### src/rtl/video_pkg.sv
// Shared definitions for the video sync decoder: widths, FSM encoding, CRC constants
// and the saturating / CRC step helpers used by the datapath.
package video_pkg;

    localparam int COORD_W = 16;
    localparam int COLOR_W = 4;
    localparam int PIXEL_W = 3 * COLOR_W;

    localparam logic [15:0] CRC_POLY = 16'h1021;
    localparam logic [15:0] CRC_INIT = 16'hFFFF;

    typedef enum logic [1:0] {
        SEARCH  = 2'd0,
        MEASURE = 2'd1,
        LOCKED  = 2'd2
    } sync_state_e;

    function automatic logic [COORD_W-1:0] sat_inc(input logic [COORD_W-1:0] v);
        return (v == '1) ? v : v + 1'b1;
    endfunction

    // One pixel word per call, MSB first, non-reflected CCITT form.
    function automatic logic [15:0] crc16_step(input logic [15:0]        crc,
                                               input logic [PIXEL_W-1:0] word);
        logic [15:0] c;
        c = crc;
        for (int i = PIXEL_W - 1; i >= 0; i--) begin
            if (c[15] ^ word[i]) c = {c[14:0], 1'b0} ^ CRC_POLY;
            else                 c = {c[14:0], 1'b0};
        end
        return c;
    endfunction

endpackage

### src/rtl/video_frame_crc.sv
// Per-frame CRC-16 accumulator over active pixels; result latched on each frame edge.
// Only instantiated when VIDEO_SYNC_DECODER_CRC_EN is defined.
module video_frame_crc
    import video_pkg::*;
(
    input  logic               clk,
    input  logic               reset,
    input  logic               pix_vld,
    input  logic [PIXEL_W-1:0] pix,
    input  logic               frame_edge,
    output logic [15:0]        frame_crc,
    output logic               frame_crc_valid
);

    logic [15:0] acc_q, acc_d;
    logic [15:0] crc_q, crc_d;
    logic        vld_q, vld_d;
    logic [15:0] seed;

    always_comb begin
        // A pixel coincident with the frame edge starts the new frame's CRC.
        seed  = frame_edge ? CRC_INIT : acc_q;
        acc_d = pix_vld ? crc16_step(seed, pix) : seed;
        crc_d = frame_edge ? acc_q : crc_q;
        vld_d = frame_edge;
    end

    always_ff @(posedge clk or posedge reset) begin
        if (reset) begin
            acc_q <= CRC_INIT;
            crc_q <= '0;
            vld_q <= 1'b0;
        end else begin
            acc_q <= acc_d;
            crc_q <= crc_d;
            vld_q <= vld_d;
        end
    end

    assign frame_crc       = crc_q;
    assign frame_crc_valid = vld_q;

endmodule

### src/rtl/video_sync_decoder.sv
// Recovers x/y for a raw sync/de/RGB stream, measures active geometry and declares lock.
// Optional per-frame CRC output enabled by VIDEO_SYNC_DECODER_CRC_EN.
module video_sync_decoder
    import video_pkg::*;
#(
    parameter bit HSYNC_ACTIVE_HIGH = 1'b1,
    parameter bit VSYNC_ACTIVE_HIGH = 1'b1,
    parameter int LOCK_FRAMES       = 2,
    parameter int TIMEOUT_LOG2      = 22
) (
    input  logic               clk,
    input  logic               reset,
    input  logic               hsync,
    input  logic               vsync,
    input  logic               de,
    input  logic [COLOR_W-1:0] r_in,
    input  logic [COLOR_W-1:0] g_in,
    input  logic [COLOR_W-1:0] b_in,
    output logic [COORD_W-1:0] x,
    output logic [COORD_W-1:0] y,
    output logic               pixel_valid,
    output logic [COLOR_W-1:0] r,
    output logic [COLOR_W-1:0] g,
    output logic [COLOR_W-1:0] b,
    output logic               frame_start,
    output logic [COORD_W-1:0] active_width,
    output logic [COORD_W-1:0] active_height,
    output logic               locked
`ifdef VIDEO_SYNC_DECODER_CRC_EN
    ,
    output logic [15:0]        frame_crc,
    output logic               frame_crc_valid
`endif
);

    localparam logic [COORD_W-1:0] LOCK_TARGET = 16'(LOCK_FRAMES - 1);

    logic               hs_p1_q, hs_p1_d, vs_p1_q, vs_p1_d, de_p1_q, de_p1_d;
    logic [PIXEL_W-1:0] rgb_p1_q, rgb_p1_d;
    logic               vs_p2_q, vs_p2_d;
    logic [COORD_W-1:0] x_q, x_d, y_q, y_d;
    logic               pv_q, pv_d, fs_q, fs_d;
    logic [PIXEL_W-1:0] rgb_q, rgb_d;
    logic [COORD_W-1:0] line_cnt_q, line_cnt_d, first_len_q, first_len_d;
    logic               first_seen_q, first_seen_d, incons_q, incons_d;
    logic [COORD_W-1:0] cand_w_q, cand_w_d, cand_h_q, cand_h_d;
    logic [COORD_W-1:0] match_cnt_q, match_cnt_d;
    logic [COORD_W-1:0] aw_q, aw_d, ah_q, ah_d;
    logic               locked_q, locked_d;
    logic [TIMEOUT_LOG2-1:0] tmo_q, tmo_d;
    sync_state_e        state_q, state_d;

    logic               vs_edge, de_fall, tmo_expired;
    logic [COORD_W-1:0] line_len, frame_w, frame_h;
    logic               frame_valid, frame_match, lock_now, lock_lost;
    logic               unused_hsync;

    assign unused_hsync = hs_p1_q;

    // Stage 1 -> stage 2 boundary: event detection on the registered, polarity-normalised inputs.
    assign vs_edge     = vs_p1_q & ~vs_p2_q;
    assign de_fall     = pv_q & ~de_p1_q;
    assign line_len    = sat_inc(x_q);
    assign tmo_expired = (tmo_q == '1) & ~vs_edge;

    // A line ending on the vsync edge still belongs to the frame being closed.
    assign frame_w     = first_seen_q ? first_len_q : (de_fall ? line_len : '0);
    assign frame_h     = de_fall ? sat_inc(line_cnt_q) : line_cnt_q;
    assign frame_valid = ~(incons_q | (de_fall & first_seen_q & (line_len != first_len_q)))
                         & (frame_w != '0) & (frame_h != '0);
    assign frame_match = frame_valid & (frame_w == cand_w_q) & (frame_h == cand_h_q);
    assign lock_now    = (LOCK_FRAMES == 1) ? frame_valid
                                            : (frame_match & (sat_inc(match_cnt_q) == LOCK_TARGET));
    assign lock_lost   = tmo_expired | (de_fall & (line_len != aw_q)) | (vs_edge & (frame_h != ah_q));

    always_comb begin
        hs_p1_d  = HSYNC_ACTIVE_HIGH ? hsync : ~hsync;
        vs_p1_d  = VSYNC_ACTIVE_HIGH ? vsync : ~vsync;
        de_p1_d  = de;
        rgb_p1_d = {r_in, g_in, b_in};
        vs_p2_d  = vs_p1_q;

        x_d   = de_p1_q ? (pv_q ? sat_inc(x_q) : '0) : x_q;
        y_d   = de_p1_q ? (vs_edge ? '0 : line_cnt_q) : y_q;
        pv_d  = de_p1_q;
        rgb_d = de_p1_q ? rgb_p1_q : '0;
        fs_d  = vs_edge;

        line_cnt_d   = vs_edge ? '0 : (de_fall ? sat_inc(line_cnt_q) : line_cnt_q);
        tmo_d        = vs_edge ? '0 : tmo_q + 1'b1;
        first_len_d  = first_len_q;
        first_seen_d = first_seen_q;
        incons_d     = incons_q;
        if (de_fall) begin
            if (!first_seen_q) begin
                first_len_d  = line_len;
                first_seen_d = 1'b1;
            end else if (line_len != first_len_q) begin
                incons_d = 1'b1;
            end
        end
        if (vs_edge) begin
            first_len_d  = '0;
            first_seen_d = 1'b0;
            incons_d     = 1'b0;
        end
    end

    always_comb begin
        state_d     = state_q;
        locked_d    = locked_q;
        aw_d        = aw_q;
        ah_d        = ah_q;
        cand_w_d    = cand_w_q;
        cand_h_d    = cand_h_q;
        match_cnt_d = match_cnt_q;
        case (state_q)
            SEARCH: begin
                if (vs_edge) begin
                    state_d     = MEASURE;
                    cand_w_d    = '0;
                    cand_h_d    = '0;
                    match_cnt_d = '0;
                end
            end
            MEASURE: begin
                if (tmo_expired) begin
                    state_d = SEARCH;
                end else if (vs_edge) begin
                    if (lock_now) begin
                        state_d  = LOCKED;
                        locked_d = 1'b1;
                        aw_d     = frame_w;
                        ah_d     = frame_h;
                    end else if (frame_match) begin
                        match_cnt_d = sat_inc(match_cnt_q);
                    end else begin
                        cand_w_d    = frame_w;
                        cand_h_d    = frame_h;
                        match_cnt_d = '0;
                    end
                end
            end
            LOCKED: begin
                if (lock_lost) begin
                    state_d  = SEARCH;
                    locked_d = 1'b0;
                end
            end
            default: begin
                state_d  = SEARCH;
                locked_d = 1'b0;
            end
        endcase
    end

    always_ff @(posedge clk or posedge reset) begin
        if (reset) begin
            hs_p1_q      <= 1'b0;
            vs_p1_q      <= 1'b0;
            de_p1_q      <= 1'b0;
            rgb_p1_q     <= '0;
            vs_p2_q      <= 1'b0;
            x_q          <= '0;
            y_q          <= '0;
            pv_q         <= 1'b0;
            rgb_q        <= '0;
            fs_q         <= 1'b0;
            line_cnt_q   <= '0;
            first_len_q  <= '0;
            first_seen_q <= 1'b0;
            incons_q     <= 1'b0;
            cand_w_q     <= '0;
            cand_h_q     <= '0;
            match_cnt_q  <= '0;
            aw_q         <= '0;
            ah_q         <= '0;
            locked_q     <= 1'b0;
            tmo_q        <= '0;
            state_q      <= SEARCH;
        end else begin
            hs_p1_q      <= hs_p1_d;
            vs_p1_q      <= vs_p1_d;
            de_p1_q      <= de_p1_d;
            rgb_p1_q     <= rgb_p1_d;
            vs_p2_q      <= vs_p2_d;
            x_q          <= x_d;
            y_q          <= y_d;
            pv_q         <= pv_d;
            rgb_q        <= rgb_d;
            fs_q         <= fs_d;
            line_cnt_q   <= line_cnt_d;
            first_len_q  <= first_len_d;
            first_seen_q <= first_seen_d;
            incons_q     <= incons_d;
            cand_w_q     <= cand_w_d;
            cand_h_q     <= cand_h_d;
            match_cnt_q  <= match_cnt_d;
            aw_q         <= aw_d;
            ah_q         <= ah_d;
            locked_q     <= locked_d;
            tmo_q        <= tmo_d;
            state_q      <= state_d;
        end
    end

    assign x             = x_q;
    assign y             = y_q;
    assign pixel_valid   = pv_q;
    assign {r, g, b}     = rgb_q;
    assign frame_start   = fs_q;
    assign active_width  = aw_q;
    assign active_height = ah_q;
    assign locked        = locked_q;

`ifdef VIDEO_SYNC_DECODER_CRC_EN
    video_frame_crc u_crc (
        .clk             (clk),
        .reset           (reset),
        .pix_vld         (de_p1_q),
        .pix             (rgb_p1_q),
        .frame_edge      (vs_edge),
        .frame_crc       (frame_crc),
        .frame_crc_valid (frame_crc_valid)
    );
`endif

endmodule

### config.mk
export PLATFORM = sky130hd
export DESIGN_NAME = video_sync_decoder
export DESIGN_NICKNAME = d
export VERILOG_FILES = /design/src/rtl/video_pkg.sv /design/src/rtl/video_frame_crc.sv /design/src/rtl/video_sync_decoder.sv
export SDC_FILE = /design/constraint.sdc
export NUM_CORES = 1
export LEC_CHECK = 0
export ABC_AREA = 1
export CAP_MARGIN = 25
export CORE_MARGIN = 2
export CORE_UTILIZATION = 45
export DETAILED_ROUTE_END_ITERATION = 8
export PLACE_DENSITY = 0.67
export SKIP_LAST_GASP = 1
export SLEW_MARGIN = 20
export SYNTH_ARGS = -nofsm -noshare
export SYNTH_HDL_FRONTEND = slang
export SYNTH_SLANG_ARGS = --single-unit
### constraint.sdc
create_clock -name clk -period 7.1 [get_ports clk]
set_clock_uncertainty 0.05 [all_clocks]
set_input_delay 1.42 -clock clk [delete_from_list [all_inputs] [get_ports clk]]
set_output_delay 1.42 -clock clk [all_outputs]
set_load 0.005 [all_outputs]
==> key figures <==
Cells and area
  • Net count reported at finish: 1,574
  • Final-layout fill cell count: 2,325
  • Fin area: 12,900 sq um
  • Final Core Density: 53.1%
  • Layout cell share with drive strength beyond 1: 9.00%
  • Inserted Diodes: 0
  • Area Growth Syn to Fin: 15.6%

Job
  • Maxcap violations: 0

Detailed routing
  • Total via count in the routed design: 9,720
  • Drt first-iter violations: 746
  • Antenna viol nets, final: 0
  • 1st-pass router iterations: 5
  • Number of remaining DRC errors: 0
  • Routed wire length: 27,700 um
  • Via count normalized by instance count: 5.14
  • Wire length per cell: 14.6 um

Clock tree
  • CTS buffer count: 17
  • H-tree depth: 4
  • Buffers inserted by post-CTS timing repair: 0
  • CTS resizes: 0
  • Maximum buffer depth of the clock tree: 2
  • Number of hold buffers added after CTS: 0
  • Clock latency of the later-clocked register in the worst-skew pair: 0.45 ns
  • Sinks on the clock net: 200
  • Clock root buffer: sky130_fd_sc_hd__clkbuf_16
  • Clock edge transition at the registers on the reported setup and hold paths: 0.08 ns
  • CTS tree: done

Floorplanning
  • Core area: 24,400 sq um
  • Horizontal die dimension: 162 um
  • Effective utilization at floorplan: 45.9%
  • Num ports: 96
  • Vertical die dimension: 162 um
  • DIE AREA: 26,200 sq um
  • Cell Rows: 57

Yosys
  • Average footprint of a synthesized cell: 7.56 sq um
  • Total nets after synthesis: 1,502
  • FFs w/ async S/R, synth: 100%
  • Syn Inst Count: 1,481
  • Number of flops mapped to enable cells by yosys: 0
  • Area of the mapped netlist: 11,200 sq um
  • Count of synthesis-stage warnings from yosys: 0
  • FF+latch count, synth: 200
  • Top FF cell, synth: sky130_fd_sc_hd__dfrtp_1
  • Number of distinct library cells after synthesis: 47
  • Proportion of synthesized chip area in sequential cells: 44.7%

STA
  • TNS Setup: 0 ns
  • Period utilization: 74.0%
  • Setup violation total in the final timing report: 0
  • Number of pins exceeding their max-slew limit in the final report: 0
  • Worst-margin pin slew: 0.848 ns
  • Worst hold slack across all endpoints: 0.329 ns
  • Highest clock rate: 190 MHz
  • Number of hold-slack violations in the final timing report: 0
  • Relative max-transition margin: 43.4%
  • Minimum clock period: 5.25 ns
  • RSZ-0062 raised after global routing: false

Critical path
  • Worst Setup SP: de_p1_q
  • Type of destination of the critical path: flop
  • Type of the setup path with the least slack: flop to flop
  • Data arrival time of the critical path: 5.58 ns
  • Category of the worst setup path launch point: flop
  • Critical register-to-register path startpoint: de_p1_q
  • Required time at the endpoint of the critical path: 7.43 ns
  • Maximum fanout count along the critical path: 34

Power
  • LEAKAGE: 6.23 nW
  • Worst vdd rail ir drop: 0.110 mV
  • Cell area power density: 194 nW/um^2

Global routing
  • Antenna violations before repair: 0
  • Number of global-route vias before repair: 8,891
  • Overall fraction of global-route tracks in use: 21.5%
  • Global-route congestion overflow total: 0
  • Wire length of the first global-routing pass: 45,500 um
  • Maximum number of pins on one net before global-route repair: 78

Worst hold path
  • Classification of the worst-slack hold path: flop to flop
  • Hold path startpoint: vs_p1_q

Placed design
  • Post-DP HPWL: 19,500 um
  • Input/output buffers: 94
  • Placed standard-cell area: 12,400 sq um
  • Placer's final routability congestion estimate: 0.861

Run status
  • Result of the run: completed
-- layer usage --
metal / share of wire, % / up-vias / global-route usage (%)
li1: - / 4882 / -
met1: 49 / 4576 / 31.4
met2: 45 / 239 / 34.3
met3: 4.6 / 23 / 3.19
met4: 1.0 / 0 / 4.59
met5: 0 / - / 0
-- worst paths after layout --
check	to	cells past startpoint	slack [ns]
min in group asynchronous	rgb_q[6]	2	1.39
max	cand_w_q[12]	16	1.85
max reg2reg	cand_w_q[12]	16	1.85
min reg2reg	vs_p2_q	0	0.33
min	vs_p2_q	0	0.33
max in group asynchronous	match_cnt_q[15]	4	4.12
-- worst max-delay path, stage by stage, from the launching register on --
cell and delay (ns):
sky130_fd_sc_hd__dfrtp_1 0.37, sky130_fd_sc_hd__buf_4 0.25, sky130_fd_sc_hd__nor2_4 0.67, sky130_fd_sc_hd__inv_1 0.63, sky130_fd_sc_hd__nor2_2 0.46, sky130_fd_sc_hd__nand3_1 0.16
sky130_fd_sc_hd__nand2_1 0.18, sky130_fd_sc_hd__xor2_1 0.08, sky130_fd_sc_hd__a21oi_1 0.14, sky130_fd_sc_hd__nand2_1 0.07, sky130_fd_sc_hd__nor2_1 0.11, sky130_fd_sc_hd__nand3_2 0.15
sky130_fd_sc_hd__nor2_4 0.18, sky130_fd_sc_hd__nand3_2 0.62, sky130_fd_sc_hd__nand3_2 0.83, sky130_fd_sc_hd__nand2_1 0.12, sky130_fd_sc_hd__nand2_1 0.09
-- placed cells by master (no fill, tap or decap), types with 2 or more instances in the layout --
master and count:
sky130_fd_sc_hd__inv_1 172, sky130_fd_sc_hd__nand2_4 4, sky130_fd_sc_hd__inv_2 11, sky130_fd_sc_hd__nor2_4 10, sky130_fd_sc_hd__o21ai_0 29, sky130_fd_sc_hd__inv_6 6, sky130_fd_sc_hd__o32ai_1 10, sky130_fd_sc_hd__nand3_2 8
sky130_fd_sc_hd__dfrtp_1 200, sky130_fd_sc_hd__nor2_1 170, sky130_fd_sc_hd__nand4_1 62, sky130_fd_sc_hd__nand2_1 449, sky130_fd_sc_hd__a21oi_1 24, sky130_fd_sc_hd__nor3_1 18, sky130_fd_sc_hd__nand2_2 15, sky130_fd_sc_hd__nand3_1 83
sky130_fd_sc_hd__clkinv_8 2, sky130_fd_sc_hd__nand3b_1 5, sky130_fd_sc_hd__ha_1 4, sky130_fd_sc_hd__nor4_1 4, sky130_fd_sc_hd__xor2_1 32, sky130_fd_sc_hd__clkdlybuf4s50_1 94, sky130_fd_sc_hd__o22ai_1 13, sky130_fd_sc_hd__clkbuf_16 17
sky130_fd_sc_hd__xnor2_1 20, sky130_fd_sc_hd__or2_2 4, sky130_fd_sc_hd__o21ai_1 13, sky130_fd_sc_hd__nor2_2 11, sky130_fd_sc_hd__inv_8 5, sky130_fd_sc_hd__buf_4 6, sky130_fd_sc_hd__o21a_1 2, sky130_fd_sc_hd__o31ai_1 13
sky130_fd_sc_hd__o21ai_2 31
-- logic make-up after synthesis --
group | Yosys count | synth area share [%]
AO/OA/AOI/OAI | 142 | 8.41
XOR/XNOR | 52 | 4.07
adder cells (fa/ha/maj) | 4 | 0.447
buffers and inverters | 233 | 8.58
flip-flops | 200 | 44.7
AND/OR/NAND/NOR | 850 | 33.8
-- through the flow --
stage | instances | total power, mW | setup slack (ns)
2_1_floorplan | 1481 | 1.45 | 0.176
3_3_place_gp | 1857 | 1.56 | 1.95
3_5_place_dp | 1858 | 1.57 | 1.89
4_1_cts | 1890 | 2.53 | 1.85
5_1_grt | 1890 | 2.62 | 1.39
6_report | 1890 | 2.51 | 1.85
-- registers in the layout, indices dropped and copies added (netlist names), 2 cells and up --
name and flops:
active_height 16, active_width 16, cand_h_q 16, cand_w_q 16, first_len_q 16, line_cnt_q 16
match_cnt_q 16, rgb_p1_q 12, rgb_q 12, state_q 2, tmo_q 22, x 16
y 16
-- cell usage after synthesis (all sizes together), types with 5 or more instances --
| cell | number | area [sq um] |
|---|---|---|
| clkbuf | 25 | 93.8 |
| buf | 23 | 170 |
| a21oi | 25 | 129 |
| xnor2 | 20 | 175 |
| xor2 | 32 | 280 |
| o21ai | 73 | 482 |
| nor2 | 192 | 830 |
| nand3 | 91 | 495 |
| o22ai | 13 | 81.3 |
| nor4 | 5 | 37.5 |
| nand4 | 63 | 409 |
| nand3b | 5 | 37.5 |
| nand2 | 468 | 1820 |
| inv | 185 | 697 |
| o32ai | 10 | 87.6 |
| o31ai | 13 | 97.6 |
| dfrtp | 200 | 5000 |
| nor3 | 19 | 106 |
-- final cells by class --
type | instances | area, sq um | area share, %
clock inverter | 15 | 151 | 1.17
inverter | 185 | 704 | 5.44
multi-input combinational | 1048 | 5240 | 40.5
timing repair buffer | 101 | 1010 | 7.83
tap | 324 | 405 | 3.13
clock buffer | 17 | 425 | 3.29
sequential | 200 | 5000 | 38.7
-- power breakdown --
group          leakage, nW  switching, mW  internal (mW)
combinational         3.23          0.215          0.113
sequential            2.71         0.0374           1.18
clock                0.283          0.492          0.471
Note: power is estimated with default switching activity, not from simulation.
